--- src/rtl/fetch_pkg.sv ---
// Shared constants, types and helpers for the instruction-fetch front end.
package fetch_pkg;

  // Every instruction is one 32-bit word.
  localparam int INSTR_BYTES = 4;

  // Default widths for code that passes fetch entries around.
  localparam int FETCH_ADDR_W = 32;
  localparam int FETCH_DATA_W = 32;

  typedef struct packed {
    logic [FETCH_ADDR_W-1:0] pc;
    logic [FETCH_DATA_W-1:0] instr;
  } fetch_entry_t;

  // Sequential PC step. It is computed wide; callers truncate to their
  // address width, so the PC wraps silently modulo 2^ADDR_W.
  function automatic logic [63:0] pc_incr(input logic [63:0] pc);
    return pc + 64'(INSTR_BYTES);
  endfunction

endpackage

--- src/rtl/fetch_unit_sync_fifo.sv ---
// Circular-buffer FIFO with synchronous flush. Any DEPTH >= 2 works
// (pointers wrap explicitly, no power-of-two assumption).
module sync_fifo #(
  parameter int WIDTH = 64,
  parameter int DEPTH = 4
) (
  input  logic                       clk,
  input  logic                       rst,
  input  logic                       push,
  input  logic [WIDTH-1:0]           push_data,
  input  logic                       pop,
  input  logic                       flush,
  output logic [WIDTH-1:0]           pop_data,
  output logic                       full,
  output logic                       empty,
  output logic [$clog2(DEPTH+1)-1:0] count
);

  localparam int PTR_W = $clog2(DEPTH);
  localparam int CNT_W = $clog2(DEPTH+1);

  logic [WIDTH-1:0] mem_reg [DEPTH];
  logic [PTR_W-1:0] wr_ptr_reg;
  logic [PTR_W-1:0] rd_ptr_reg;
  logic [CNT_W-1:0] count_reg;
  logic             do_push;
  logic             do_pop;

  function automatic logic [PTR_W-1:0] ptr_step(input logic [PTR_W-1:0] p);
    return (p == PTR_W'(DEPTH-1)) ? '0 : p + PTR_W'(1);
  endfunction

  assign full     = (count_reg == CNT_W'(DEPTH));
  assign empty    = (count_reg == '0);
  assign count    = count_reg;
  assign pop_data = mem_reg[rd_ptr_reg];
  assign do_pop   = pop && !empty;
  assign do_push  = push && (!full || do_pop);

  // Storage entries; cleared on reset so the head reads zero afterwards.
  genvar gi;
  generate
    for (gi = 0; gi < DEPTH; gi++) begin : g_entry
      always_ff @(posedge clk) begin
        if (rst)
          mem_reg[gi] <= '0;
        else if (!flush && do_push && wr_ptr_reg == PTR_W'(gi))
          mem_reg[gi] <= push_data;
      end
    end
  endgenerate

  // Pointer and occupancy bookkeeping; flush beats push and pop.
  always_ff @(posedge clk) begin
    if (rst || flush) begin
      wr_ptr_reg <= '0;
      rd_ptr_reg <= '0;
      count_reg  <= '0;
    end else begin
      if (do_push) wr_ptr_reg <= ptr_step(wr_ptr_reg);
      if (do_pop)  rd_ptr_reg <= ptr_step(rd_ptr_reg);
      case ({do_push, do_pop})
        2'b10:   count_reg <= count_reg + CNT_W'(1);
        2'b01:   count_reg <= count_reg - CNT_W'(1);
        default: count_reg <= count_reg;
      endcase
    end
  end

endmodule

--- src/rtl/fetch_unit.sv ---
// Instruction-fetch front end: self-sequencing PC, credit-based request
// issue into a synchronous memory, and a queue of {pc, instr} for decode.
module fetch_unit
  import fetch_pkg::*;
#(
  parameter int              ADDR_W   = 32,
  parameter int              DATA_W   = 32,
  parameter int              DEPTH    = 4,
  parameter logic [ADDR_W-1:0] RESET_PC = '0
) (
  input  logic              clk,
  input  logic              rst,
  output logic              imem_req,
  output logic [ADDR_W-1:0] imem_addr,
  input  logic [DATA_W-1:0] imem_rdata,
  input  logic              redirect_valid,
  input  logic [ADDR_W-1:0] redirect_pc,
  output logic              out_valid,
  input  logic              out_ready,
  output logic [ADDR_W-1:0] out_pc,
  output logic [DATA_W-1:0] out_instr,
  output logic [ADDR_W-1:0] pc_o
);

  localparam int CNT_W = $clog2(DEPTH+1);

  typedef struct packed {
    logic [ADDR_W-1:0] pc;
    logic [DATA_W-1:0] instr;
  } entry_t;

  logic [ADDR_W-1:0] pc_reg;
  logic [ADDR_W-1:0] inflight_pc_reg;
  logic              inflight_reg;
  logic [CNT_W-1:0]  fifo_count;
  logic              fifo_full;
  logic              fifo_empty;
  logic              credit_ok;
  entry_t            push_entry;
  entry_t            head_entry;

  // A slot is reserved for every outstanding response, so a response is
  // never dropped. The full check is redundant with the credit sum and
  // only guards against a corrupted count.
  assign credit_ok = ({1'b0, fifo_count} + (CNT_W+1)'(inflight_reg))
                     < (CNT_W+1)'(DEPTH);
  assign imem_req  = !rst && !redirect_valid && credit_ok && !fifo_full;
  assign imem_addr = pc_reg;
  assign pc_o      = pc_reg;

  assign push_entry = '{pc: inflight_pc_reg, instr: imem_rdata};
  assign out_valid  = !fifo_empty;
  assign out_pc     = head_entry.pc;
  assign out_instr  = head_entry.instr;

  // PC and in-flight tracking; reset beats redirect, redirect beats issue.
  always_ff @(posedge clk) begin
    if (rst) begin
      pc_reg          <= RESET_PC;
      inflight_reg    <= 1'b0;
      inflight_pc_reg <= '0;
    end else if (redirect_valid) begin
      pc_reg       <= redirect_pc & ~ADDR_W'(INSTR_BYTES-1);
      inflight_reg <= 1'b0;
    end else begin
      inflight_reg <= imem_req;
      if (imem_req) begin
        pc_reg          <= ADDR_W'(pc_incr(64'(pc_reg)));
        inflight_pc_reg <= pc_reg;
      end
    end
  end

  // Redirect flushes the queue and also suppresses the stale response push.
  sync_fifo #(
    .WIDTH(ADDR_W + DATA_W),
    .DEPTH(DEPTH)
  ) u_queue (
    .clk      (clk),
    .rst      (rst),
    .push     (inflight_reg),
    .push_data(push_entry),
    .pop      (out_valid && out_ready),
    .flush    (redirect_valid),
    .pop_data (head_entry),
    .full     (fifo_full),
    .empty    (fifo_empty),
    .count    (fifo_count)
  );

endmodule

--- config.mk ---
export PLATFORM = sky130hd
export DESIGN_NAME = fetch_unit
export DESIGN_NICKNAME = d
export VERILOG_FILES = /design/src/rtl/fetch_pkg.sv /design/src/rtl/fetch_unit_sync_fifo.sv /design/src/rtl/fetch_unit.sv
export SDC_FILE = /design/constraint.sdc
export NUM_CORES = 1
export LEC_CHECK = 0
export CORE_ASPECT_RATIO = 1.4
export CORE_UTILIZATION = 55
export DETAILED_ROUTE_END_ITERATION = 8
export GPL_TIMING_DRIVEN = 0
export PLACE_DENSITY = 0.8
export SLEW_MARGIN = 20
export SYNTH_ARGS = -nofsm -noshare
export SYNTH_HDL_FRONTEND = slang
export SYNTH_SLANG_ARGS = --single-unit
--- constraint.sdc ---
create_clock -name clk -period 3.5 [get_ports clk]
set_input_delay 0.35 -clock clk [delete_from_list [all_inputs] [get_ports clk]]
set_output_delay 0.35 -clock clk [all_outputs]
set_load 0.005 [all_outputs]
# Word-level counts from Yosys, hierarchy flattened
# Memories as Yosys holds them, arrays and structs flattened. A register that Yosys moved wholly into a read port is not among the register bits.
# Index checks and enable logic that the tools add are counted.
# totals
ram_bits	256
ff_bits	72
inputBits	68
memories	1
word_cells	75
output_inout_bits	130
# mem_list
name	depth	word_bits	read_ports	rd_ports_with_merged_regs	wr	line_no	text
u_queue.mem_reg	4	64	1	1	4	fetch_unit_sync_fifo.sv:22	logic [WIDTH-1:0] mem_reg [DEPTH];
# op_classes
order_cmp	1
bitwise	5
n_eq_ne	7
addsub	6
mux	25
reduce_logical	23
# ops
op	n
$mux W64	4
$mux W32	2
$add A32 B3 Y32 const B	1
$mux W1	14
$logic_and A1 B1 Y1	11
$eq A2 B2 Y1 const B	4
$mux W2	4
$pmux W3 S2	1
$add A2 B1 Y2 const B	2
$add A3 B1 Y4	1
$eq A2 B1 Y1 const B	2
$logic_not A1 Y1	4
$lt A4 B3 Y1 const B	1
$or A1 B1 Y1	4
$reduce_bool A2 Y1	2
$add A3 B1 Y3 const B	1
$eq A3 B3 Y1 const B	1
$logic_not A3 Y1	1
$sub A3 B1 Y3 const B	1
$logic_not A2 Y1	1
$logic_or A1 B1 Y1	2
$reduce_and A2 Y1	1
$reduce_or A2 Y1	1
$not A1 Y1	1

# Depth between registers and ports, before layout
# depth
word_depth	12
depth_mapped	9
depth_no_buf	9

# By module
# From an unflattened synthesis, not the netlist that was laid out.
# hier_totals
cells_unflattened	1064
area_unflattened_um2	14559.0
# modules_own_cells
mod	area_each_um2	cells_per_inst	seq_area_each_um2	instances
sync_fifo	11513.5	677	7867.5	1
fetch_unit	3045.4	387	1221.2	1

# Worst setup path after synthesis
# No wires, ideal clock.
# synth_path
path_kind	register to register
from	register u_queue.wr_ptr_reg[0]
to	memory u_queue.mem_reg[3][0] (enable)
synth_period_minus_slack_ns	2.780
slack_ns	0.720
arrival_ns	2.359
path_stages_with_launch	6
required_ns	3.078
path_buffers	2
setup_ns	0.422
path_cell_list	dfxtp_1 -> ha_1 -> buf_1 -> clkbuf_1 -> nand2_1 -> nand2_1
# synth_lines
element	line_no	text
from (decl)	fetch_unit_sync_fifo.sv:23	logic [PTR_W-1:0] wr_ptr_reg;
from (signal assigned)	fetch_unit_sync_fifo.sv:60	if (do_push) wr_ptr_reg <= ptr_step(wr_ptr_reg);
to (decl)	fetch_unit_sync_fifo.sv:22	

==> results_dict.tcl <==
set metrics [dict create \
    status "finished clean" \
    clock_latency_ns 0.54 \
    critical_path_required_ns 3.15 \
    ys.flop_type "edfxtp_1" \
    drtAntennaViolNets 0 \
    cts_tree "yes" \
    antenna_found_initial 0 \
    grt_pass1_vias 10449 \
    cts_root_buf "clkbuf_16" \
    rsz0062_at_grt "no" \
    grt_max_degree 48 \
    placed_area_sq_mm 0.0167 \
    fmax_mhz 307 \
    crit_type "register to primary output" \
    p_leak_uw 0.00707 \
    endpoint_kind "primary output" \
    start_util_pct 56.1 \
    hpwl_microns 23900 \
    drv_cap 0 \
    wirelength_microns 35500 \
    core-area_sq_mm 0.0254 \
    largest_reg_flops 248 \
    finClkSkew_ns 0.0146 \
    post-route-min-period_ns 3.26 \
    nets 1384 \
    grt-ovfl-total 0 \
    p_sw_share_pct 21.6 \
    hp-class "input port to register" \
    slew_headroom_pct 29.4 \
    worstPathArrival_ns 2.91 \
    critPathMaxFanout 10 \
    grt_pass1_wl_microns 55100 \
    ir_drop_mv 0.387 \
    drt-vias-per-instance 6.08 \
    drive_above_1_share_pct 12.8 \
    yosysSeqAreaShare_pct 62.1 \
    async_flop_share_pct 0 \
    port_buffers 189 \
    cts_resized 0 \
    synth_seq_cells 318 \
    clock_sinks 318 \
    diodes 0 \
    die_w_microns 138 \
    pre_cts_slack_ns 0.398 \
    synth_area_leaders "edfxtp_1, and3_1, dfxtp_1" \
    synth_top_area_share_pct 52.3 \
    yosys_warnings 0 \
    ctsHoldBuffers 0 \
    numCtsBuffers 28 \
    fin_crit_sh_pct 93.1 \
    seqPwrFrac_pct 53.8 \
    drtIter0Drc 882 \
    synth-edff-count 248 \
    p_per_area_mw_per_mm2 454 \
    final_hold_viol_count 0 \
    setup_tns_ns 0 \
    postLayoutCellArea_sq_mm 0.0176 \
    drv_slew 0 \
    synth_area_per_cell_sq_um 13.2 \
    timing.final.ws_setup_ns 0.241 \
    rows 69 \
    critPathBufInv 3 \
    grt_usage_pct 27.4 \
    syn2layout_area_growth_pct 23.5 \
    wl_per_cell_microns 21.5 \
    comb_power_share_pct 8.4 \
    synth_largest_area_cell "edfxtp_1" \
    path_clk_slew_ns 0.07 \
    post_cts_buffers 0 \
    p_clk_share_pct 37.8 \
    netlist_area_sq_mm 0.0142 \
    setup_viol 0 \
    dieArea_sq_mm 0.0265 \
    crit_family "buffers and inverters" \
    synthDistinctLibCells 49 \
    h-tree-depth 1 \
    synth_cells 1080 \
    ios 198 \
    firstDrtPassIters 5 \
    clock_tree.buffer_depth 3 \
    cpMaxStageDelayCell "mux4_2" \
    p_int_uw 6260 \
    route.detailed.drc 0 \
    p_switching_uw 1730 \
    via_count 10023 \
    path_cells "clkbuf_1 -> buf_2 -> mux4_2 -> clkdlybuf4s50_1" \
    worst-slew-pin-transition_ns 1.05 \
    dieHeight_microns 192 \
    max_stage_delay_ns 0.61 \
    start_kind "register" \
    gp_congestion 0.855 \
]
[logic make-up after synthesis]
| group | Yosys count | share of synthesized area [%] |
|---|---|---|
| multiplexers | 67 | 10.2 |
| AO/OA/AOI/OAI | 101 | 4.40 |
| AND/OR/NAND/NOR | 435 | 17.1 |
| buffers and inverters | 144 | 4.99 |
| adder cells (fa/ha/maj) | 8 | 0.756 |
| other | 1 | 0.0263 |
| flip-flops | 318 | 62.1 |
| XOR/XNOR | 6 | 0.369 |
[through the flow]
step	hold slack (ns)	utilization, %	cells	total power [uW]
after global placement	0.471	65.2	1593	5020
after detailed placement	0.481	65.7	1597	5040
after global routing	0.365	69.3	1649	8220
after CTS	0.360	69.3	1649	8000
final	0.368	69.3	1649	7990
after floorplan	0.454	-	1085	4640
[worst min-delay path, delay by kind of cell]
| family | cells | cell delay (ns) |
|---|---|---|
| compound gates | 1 | 0.05 |
| simple gates | 1 | 0.07 |
| buf+inv | 1 | 0.40 |
[routing by layer]
layer,GRT usage [%],part of all wire (%),up-vias
met2,48.5,53,538
met3,2.57,7.5,81
met5,0,0,-
met1,33.6,36,4864
li1,-,-,4540
met4,12.3,3.7,0
[power by group through the flow]
stage	clock network, uW	registers [uW]	logic, uW
finish	3020	4300	669
global route	3190	4310	718
CTS	3030	4300	671
detailed placement	0	4380	667
global placement	0	4380	642
floorplan	0	4350	289
[Yosys cell counts (2+ instances only)]
cell type    n
a21oi_1     49
mux2_1       3
buf_2       15
or3_1        7
clkbuf_1    71
nor2_1      19
o221ai_1     2
mux2i_1      2
nand2_1    100
o21ai_1      6
o31a_1       2
a31oi_1     14
and3_1     256
or4_1        4
a2bb2oi_1    3
buf_1        2
nor3_1       5
inv_1       14
buf_4       38
xor2_1       3
o311ai_1     2
a32oi_1      3
mux4_2      62
and4_1       6
nand4_1     13
o211ai_1     6
xnor2_1      3
nor4_1       3
edfxtp_1   248
o21ai_0      5
ha_1         7
nand3_1     12
inv_2        2
dfxtp_1     70
and2_1       7
o22ai_1      3
[cells in the final DEF (no fill, tap or decap), types with 15 or more instances in the layout]
cell type        count
buf_4               38
clkbuf_16           32
clkdlybuf4s50_1    189
buf_2               15
nor2_1              19
mux4_2              62
a21oi_1             49
and3_1             256
nand2_1             96
edfxtp_1           248
dfxtp_1             70
clkbuf_1            81
[cell type report]
class,instances,area (sq um)
plain buffers,127,646
clock buffers,44,866
clock inverters,8,37.5
fillers,1761,7800
inverters,17,65.1
multi-input cells,623,4730
flip-flops and latches,318,8850
well taps,319,399
repair buffers,193,1990
[path summary, 6_finish.rpt]
path | start | to | depth (start not counted) | slack, ns
worst min-delay path | redirect_pc[11] | imem_addr[11] | 3 | 0.37
worst min register to register | inflight_pc_reg[22] | inflight_pc_reg[22] | 2 | 0.49
worst max register to register | u_queue.wr_ptr_reg[0] | u_queue.mem_reg[3][12] | 6 | 0.75
worst max-delay path | register | out_pc[22] | 4 | 0.24
No activity file was read; power rests on OpenSTA's default activity.
